<file path="config.mk">
export PLATFORM = sky130hd
export DESIGN_NAME = deriv_lut_loader_flat
export DESIGN_NICKNAME = d
export VERILOG_FILES = /design/src/rtl/snn_ff_lut_pkg.sv /design/src/rtl/deriv_lut_loader_if.sv /design/src/rtl/deriv_lut_mem.sv /design/src/rtl/deriv_lut_loader.sv /design/src/flat_wrapper.sv
export SDC_FILE = /design/constraint.sdc
export NUM_CORES = 2
export LEC_CHECK = 0
export CORE_ASPECT_RATIO = 1.2
export CORE_MARGIN = 10
export CORE_UTILIZATION = 61
export DETAILED_ROUTE_END_ITERATION = 10
export DONT_BUFFER_PORTS = 1
export GPL_ROUTABILITY_DRIVEN = 0
export HOLD_SLACK_MARGIN = 0.05
export PLACE_DENSITY = 0.87
export SETUP_SLACK_MARGIN = 0.05
export SYNTH_ARGS = -nofsm -noshare
export SYNTH_HDL_FRONTEND = slang
export SYNTH_HIERARCHICAL = 1
export SYNTH_SLANG_ARGS = --single-unit
</file>
<file path="constraint.sdc">
create_clock -name clk -period 3.5 [get_ports clk]
set_clock_uncertainty 0.15 [all_clocks]
set_input_delay 0.35 -clock clk [delete_from_list [all_inputs] [get_ports clk]]
set_output_delay 0.35 -clock clk [all_outputs]
set_load 0.1 [all_outputs]
</file>
<file path="src/rtl/snn_ff_lut_pkg.sv">
// Shared types and default sizes for the FF-STDP lookup-table blocks.
package snn_ff_lut_pkg;

    localparam int DEF_DATA_WIDTH = 8;
    localparam int DEF_ADDR_WIDTH = 8;

    typedef enum logic [1:0] {
        IDLE,
        LOAD,
        DONE
    } lut_state_e;

endpackage

</file>
<file path="src/rtl/deriv_lut_loader_if.sv">
// Valid/ready write stream that carries derivative table entries from host/DMA into the loader.
interface deriv_lut_loader_if
    import snn_ff_lut_pkg::*;
#(
    parameter int DATA_WIDTH = DEF_DATA_WIDTH
);

    logic                  s_valid;
    logic                  s_ready;
    logic [DATA_WIDTH-1:0] s_data;

    modport master (output s_valid, output s_data, input s_ready);
    modport slave  (input s_valid, input s_data, output s_ready);

endinterface

</file>
<file path="src/rtl/deriv_lut_mem.sv">
// Derivative table storage: one write port, registered read-first read port, cleared by reset.
module deriv_lut_mem
    import snn_ff_lut_pkg::*;
#(
    parameter int DATA_WIDTH = DEF_DATA_WIDTH,
    parameter int ADDR_WIDTH = DEF_ADDR_WIDTH
) (
    input  logic                  clk,
    input  logic                  rst_n,
    input  logic                  we,
    input  logic [ADDR_WIDTH-1:0] waddr,
    input  logic [DATA_WIDTH-1:0] wdata,
    input  logic [ADDR_WIDTH-1:0] raddr,
    output logic [DATA_WIDTH-1:0] rdata
);

    localparam int DEPTH = 1 << ADDR_WIDTH;

    logic [DATA_WIDTH-1:0] mem [DEPTH];

    // NOTE: the table must read all-zero straight out of reset, so the array is reset like
    // ordinary flops; this deliberately rules out mapping it onto a block RAM.
    always_ff @(posedge clk or negedge rst_n) begin
        if (!rst_n) begin
            for (int i = 0; i < DEPTH; i++) begin
                mem[i] <= '0;
            end
        end else if (we) begin
            mem[waddr] <= wdata;
        end
    end

    // NOTE: non-blocking updates on both arrays are what give read-first behaviour: a read of
    // the address being written on the same edge sees the entry's previous contents.
    always_ff @(posedge clk or negedge rst_n) begin
        if (!rst_n) begin
            rdata <= '0;
        end else begin
            rdata <= mem[raddr];
        end
    end

endmodule

</file>
<file path="src/rtl/deriv_lut_loader.sv">
// Writable surrogate-derivative table: streams entries into an address window, serves ROM-style reads.
module deriv_lut_loader
    import snn_ff_lut_pkg::*;
#(
    parameter int DATA_WIDTH = DEF_DATA_WIDTH,
    parameter int ADDR_WIDTH = DEF_ADDR_WIDTH
) (
    input  logic                  clk,
    input  logic                  rst_n,
    input  logic                  load_start,
    input  logic                  load_abort,
    input  logic [ADDR_WIDTH-1:0] load_base,
    input  logic [ADDR_WIDTH:0]   load_len,
    deriv_lut_loader_if.slave     stream,
    output logic                  load_busy,
    output logic                  load_done,
    output logic                  table_valid,
    input  logic [ADDR_WIDTH-1:0] addr,
    output logic [DATA_WIDTH-1:0] dout
);

    localparam logic [ADDR_WIDTH:0] DEPTH   = {1'b1, {ADDR_WIDTH{1'b0}}};
    localparam logic [ADDR_WIDTH:0] REM_ONE = {{ADDR_WIDTH{1'b0}}, 1'b1};

    lut_state_e            state_q, state_d;
    logic [ADDR_WIDTH-1:0] ptr_q;
    logic [ADDR_WIDTH:0]   rem_q;
    logic                  start_ok;
    logic                  beat;

    // Abort dominates both a new start and a beat arriving in the same cycle.
    assign start_ok = (state_q == IDLE) && load_start && !load_abort;
    assign beat     = stream.s_ready && stream.s_valid && !load_abort;

    always_ff @(posedge clk or negedge rst_n) begin
        if (!rst_n) begin
            state_q <= IDLE;
        end else begin
            state_q <= state_d;
        end
    end

    // NOTE: every combinational output gets a default before the case so no path leaves it
    // unassigned, which would otherwise infer a latch.
    always_comb begin
        state_d = state_q;
        unique case (state_q)
            IDLE: if (start_ok) state_d = (load_len == '0) ? DONE : LOAD;
            LOAD: begin
                if (load_abort) begin
                    state_d = IDLE;
                end else if (beat && (rem_q == REM_ONE)) begin
                    state_d = DONE;
                end
            end
            DONE:    state_d = IDLE;
            default: state_d = IDLE;
        endcase
    end

    always_comb begin
        stream.s_ready = 1'b0;
        load_busy      = 1'b0;
        load_done      = 1'b0;
        unique case (state_q)
            LOAD: begin
                stream.s_ready = 1'b1;
                load_busy      = 1'b1;
            end
            DONE:    load_done = !load_abort;
            default: ;
        endcase
    end

    always_ff @(posedge clk or negedge rst_n) begin
        if (!rst_n) begin
            ptr_q       <= '0;
            rem_q       <= '0;
            table_valid <= 1'b0;
        end else begin
            if (start_ok) begin
                ptr_q       <= load_base;
                rem_q       <= (load_len > DEPTH) ? DEPTH : load_len;
                table_valid <= 1'b0;
            end else if (beat) begin
                ptr_q <= ptr_q + 1'b1;
                rem_q <= rem_q - 1'b1;
            end
            if ((state_q == DONE) && !load_abort) begin
                table_valid <= 1'b1;
            end
        end
    end

    deriv_lut_mem #(
        .DATA_WIDTH (DATA_WIDTH),
        .ADDR_WIDTH (ADDR_WIDTH)
    ) u_mem (
        .clk   (clk),
        .rst_n (rst_n),
        .we    (beat),
        .waddr (ptr_q),
        .wdata (stream.s_data),
        .raddr (addr),
        .rdata (dout)
    );

endmodule

</file>
<file path="src/flat_wrapper.sv">
// flat-port wrapper written by rule: the top's interface ports become plain ports
module deriv_lut_loader_flat import snn_ff_lut_pkg::*;
#(
    parameter int DATA_WIDTH = DEF_DATA_WIDTH,
    parameter int ADDR_WIDTH = DEF_ADDR_WIDTH
)
  (clk, rst_n, load_start, load_abort, load_base, load_len, load_busy, load_done, table_valid, addr, dout, stream_s_valid, stream_s_data, stream_s_ready);
  deriv_lut_loader_if #(.DATA_WIDTH(DATA_WIDTH)) stream_i ();
  input  logic clk;
  input  logic rst_n;
  input  logic load_start;
  input  logic load_abort;
  input  logic [ADDR_WIDTH-1:0] load_base;
  input  logic [ADDR_WIDTH:0] load_len;
  output logic load_busy;
  output logic load_done;
  output logic table_valid;
  input  logic [ADDR_WIDTH-1:0] addr;
  output logic [DATA_WIDTH-1:0] dout;
  input wire logic [$bits(stream_i.s_valid)-1:0] stream_s_valid;
  input wire logic [$bits(stream_i.s_data)-1:0] stream_s_data;
  output wire logic [$bits(stream_i.s_ready)-1:0] stream_s_ready;
  assign stream_i.s_valid = stream_s_valid;
  assign stream_i.s_data = stream_s_data;
  assign stream_s_ready = stream_i.s_ready;
  deriv_lut_loader #(.DATA_WIDTH(DATA_WIDTH), .ADDR_WIDTH(ADDR_WIDTH)) u_core (.clk(clk), .rst_n(rst_n), .load_start(load_start), .load_abort(load_abort), .load_base(load_base), .load_len(load_len), .stream(stream_i), .load_busy(load_busy), .load_done(load_done), .table_valid(table_valid), .addr(addr), .dout(dout));
endmodule
</file>
==> run summary <==
clk sink count -> 2076
CTS tree -> built
mean post-synth cell area -> 15.3 µm²
fmax -> 162 MHz
Total Die Area -> 172000 µm²
Switching Fraction -> 23.3%
Hold Slack -> -919 ps
FFs w/ async S/R, synth -> 100%
min cycle time layout -> 6180 ps
vias in the first global route -> 61652
gr usage total -> 28.4%
Post-Place Cells -> 8032
Initial Util -> 61.4%
Core Area -> 154000 µm²
nature of the critical path endpoint -> register
Synth Register Bits -> 2076
hpwl dp -> 139 mm
nets@finish -> 6348
synthesis-to-finish area growth -> 11.0%
synth warn -> 6
clock buffer depth -> 3
arrival time at the worst endpoint -> 6750 ps
DR pass1 iterations -> 6
cell count after synthesis -> 6202
# fillers -> 9587
TritonCTS Buffers -> 194
CTS H-Tree Depth -> 4
Slew HR -> -203%
critical path type -> primary input to register
MaxCap Viol Count -> 0
most common cell after layout, fill and taps aside -> dfrtp_1
Crit Reg-Reg Startpoint -> u_core/ptr_q[4]$_DFFE_PN0P_
switching power total -> 11.7 mW
routed len/inst -> 28.8 µm
Final Routed Wirelength -> 246 mm
dpl cell area -> 96900 µm²
final worst slack -> -2680 ps
Clock transition at path regs -> 60 ps
RSZ-0062 raised after global routing -> true
Std-Cell Rows -> 158
worst reg2reg path depth -> 6
Worst Tran Pin Value -> 4540 ps
number of flops mapped to enable cells by yosys -> 0
setup TNS -> -16420 ps
Pwr Density -> 476 nW/µm²
worst-path maximum fanout -> 543
post-detailed-route count of antenna-violating nets -> 0
share of cells above drive strength 1 -> 48.2%
maximum VDD drop -> 536 µV
Startpoint Class -> primary input
top cells by area, synth -> dfrtp_1 55%, mux2_2 24%, mux4_2 11%
most frequent cells in the layout -> 2076 x dfrtp_1, 2050 x mux2_2, 443 x mux4_2, 200 x clkbuf_16, 199 x buf_4
CP required -> 4070 ps
CTS root buf -> clkbuf_16
fin. max-slew vios -> 680
Die W -> 380 µm
final setup vio count -> 10
largest area contributor in the netlist -> dfrtp_1
initial antenna violation count -> 12
Seq/Total Area, Yosys -> 54.8%
largest net degree at the start of global routing -> 544
global-route wire length before repair -> 380 mm
number of buffers added for setup after CTS -> 0
status -> finished, violations left
initial drt markers -> 5323
# hold bufs at CTS -> 157
top-area cell type share of the netlist area -> 54.8%
failing checks -> hold timing, slew limit, setup timing
fin area -> 105000 µm²
via count -> 57381
sequential fraction of design power -> 50.3%
Worst R2R End -> u_core/u_mem/mem[189]$_DFFE_PN0P_
Lkg Pwr -> 50.7 nW
Cell Area, Synth -> 94800 µm²
Net Count, Synth -> 6243
Final Power -> 50.1 mW
fin cells -> 8546
fin crit share -> 177%
clock power share -> 42.7%
DRC Markers -> 0
vias per inst -> 6.71
final hold vios -> 577
combinational power share -> 7.0%
top_reg_cell synth -> dfrtp_1
port bufs -> 0
r2r setup slk -> -60 ps
Die H -> 452 µm
Int Power -> 38.4 mW
post-synthesis cell type count -> 69
Worst Hold Class -> primary input to async pin
io pins -> 50
GRT overflow -> 0
clock latency on the worst-skew pair -> 840 ps
-- critical path: stages --
cell           delay (ps)
mux4_2               2070
a22oi_1               330
a21oi_1               170
or4_1                 660
o21ai_1               360
nor3_1                140
dlygate4sd3_1         600
-- layout make-up --
class	count	area [µm²]	share of cell area, %
flip-flops and latches	2076	51900	49.4
multi-input cells	3647	40400	38.4
clock buffers	303	5880	5.59
repair buffers	376	3690	3.51
well taps	2080	2600	2.47
clock inverters	48	568	0.540
inverters	12	45.0	0.0428
diodes	4	10.0	0.00952
-- through the flow --
step | setup slack, ps | util (%)
after CTS | 63.9 | 68.1
after floorplan | 238 | -
final | -2680 | 68.1
after global placement | -753 | 62.7
after detailed placement | -863 | 62.8
after global routing | -45.6 | 68.1
-- logic make-up after synthesis --
kind of cell	after synthesis	share of synthesized area (%)
and+or+nand+nor	553	2.78
AOI/OAI and AO/OA	437	3.15
xor gates and xnor gates	10	0.0924
adders and majority gates	3	0.0396
muxes	2644	36.5
DFF	2076	54.8
buffers and inverters	479	2.64
-- power groups by stage --
stage / logic [mW] / clock network [mW] / registers, mW
finish: 3.53 / 21.4 / 25.2
detailed placement: 2.83 / 0 / 25.6
global route: 3.67 / 22.5 / 25.3
floorplan: 2.28 / 0 / 25.5
CTS: 3.41 / 21.6 / 25.2
global placement: 2.72 / 0 / 25.5
-- synth_stat cells (all sizes together), types with 8 or more instances --
| master | instances |
|---|---|
| a21oi | 116 |
| a221oi | 12 |
| a22o | 15 |
| a22oi | 161 |
| and2 | 11 |
| buf | 154 |
| clkbuf | 313 |
| dfrtp | 2076 |
| inv | 10 |
| mux2 | 2050 |
| mux2i | 151 |
| mux4 | 443 |
| nand2 | 174 |
| nand2b | 14 |
| nand3 | 32 |
| nor2 | 206 |
| nor2b | 25 |
| nor3 | 33 |
| nor4 | 24 |
| o21ai | 34 |
| o221ai | 34 |
| o22ai | 29 |
| xnor2 | 8 |
-- how the worst max path moves through the flow --
stage / start / to / slack (ps) / cells past startpoint
3_3_place_gp: rst_n / u_core/u_mem/mem[1294]$_DFFE_PN0P_ / -750 / 4
3_5_place_dp: rst_n / u_core/u_mem/mem[1286]$_DFFE_PN0P_ / -860 / 4
5_1_grt: u_core/state_q[1]$_DFFE_PN0P_ / u_core/u_mem/mem[189]$_DFFE_PN0P_ / -50 / 9
2_1_floorplan: u_core/state_q[0]$_DFFE_PN0P_ / load_done / 240 / 2
4_1_cts: u_core/state_q[1]$_DFFE_PN0P_ / u_core/u_mem/mem[314]$_DFFE_PN0P_ / 60 / 9
6_report: addr[0] / u_core/u_mem/rdata[0]$_DFF_PN0_ / -2680 / 7
-- metal layers --
layer	routed length, µm	track usage (%)
met3	19600	6.26
met4	15100	15.6
met5	98	0
met1	91100	35.2
met2	121000	46.6
-- what timing repair did --
action / CTS / global route
hold endpoints to repair: 2651 / 577
setup endpoints to repair: 135 / 209
gates resized for setup: 0 / 9
gates cloned: 1 / 1
-- flip-flops by register name (all words and copies together), names as in the netlist --
| name | count |
|---|---|
| u_core/u_mem/mem | 2048 |
| u_core/rem_q | 9 |
| u_core/ptr_q | 8 |
| u_core/u_mem/rdata | 8 |
| u_core/state_q | 2 |
| u_core/table_valid | 1 |
No activity file was read; power rests on OpenSTA's default activity.
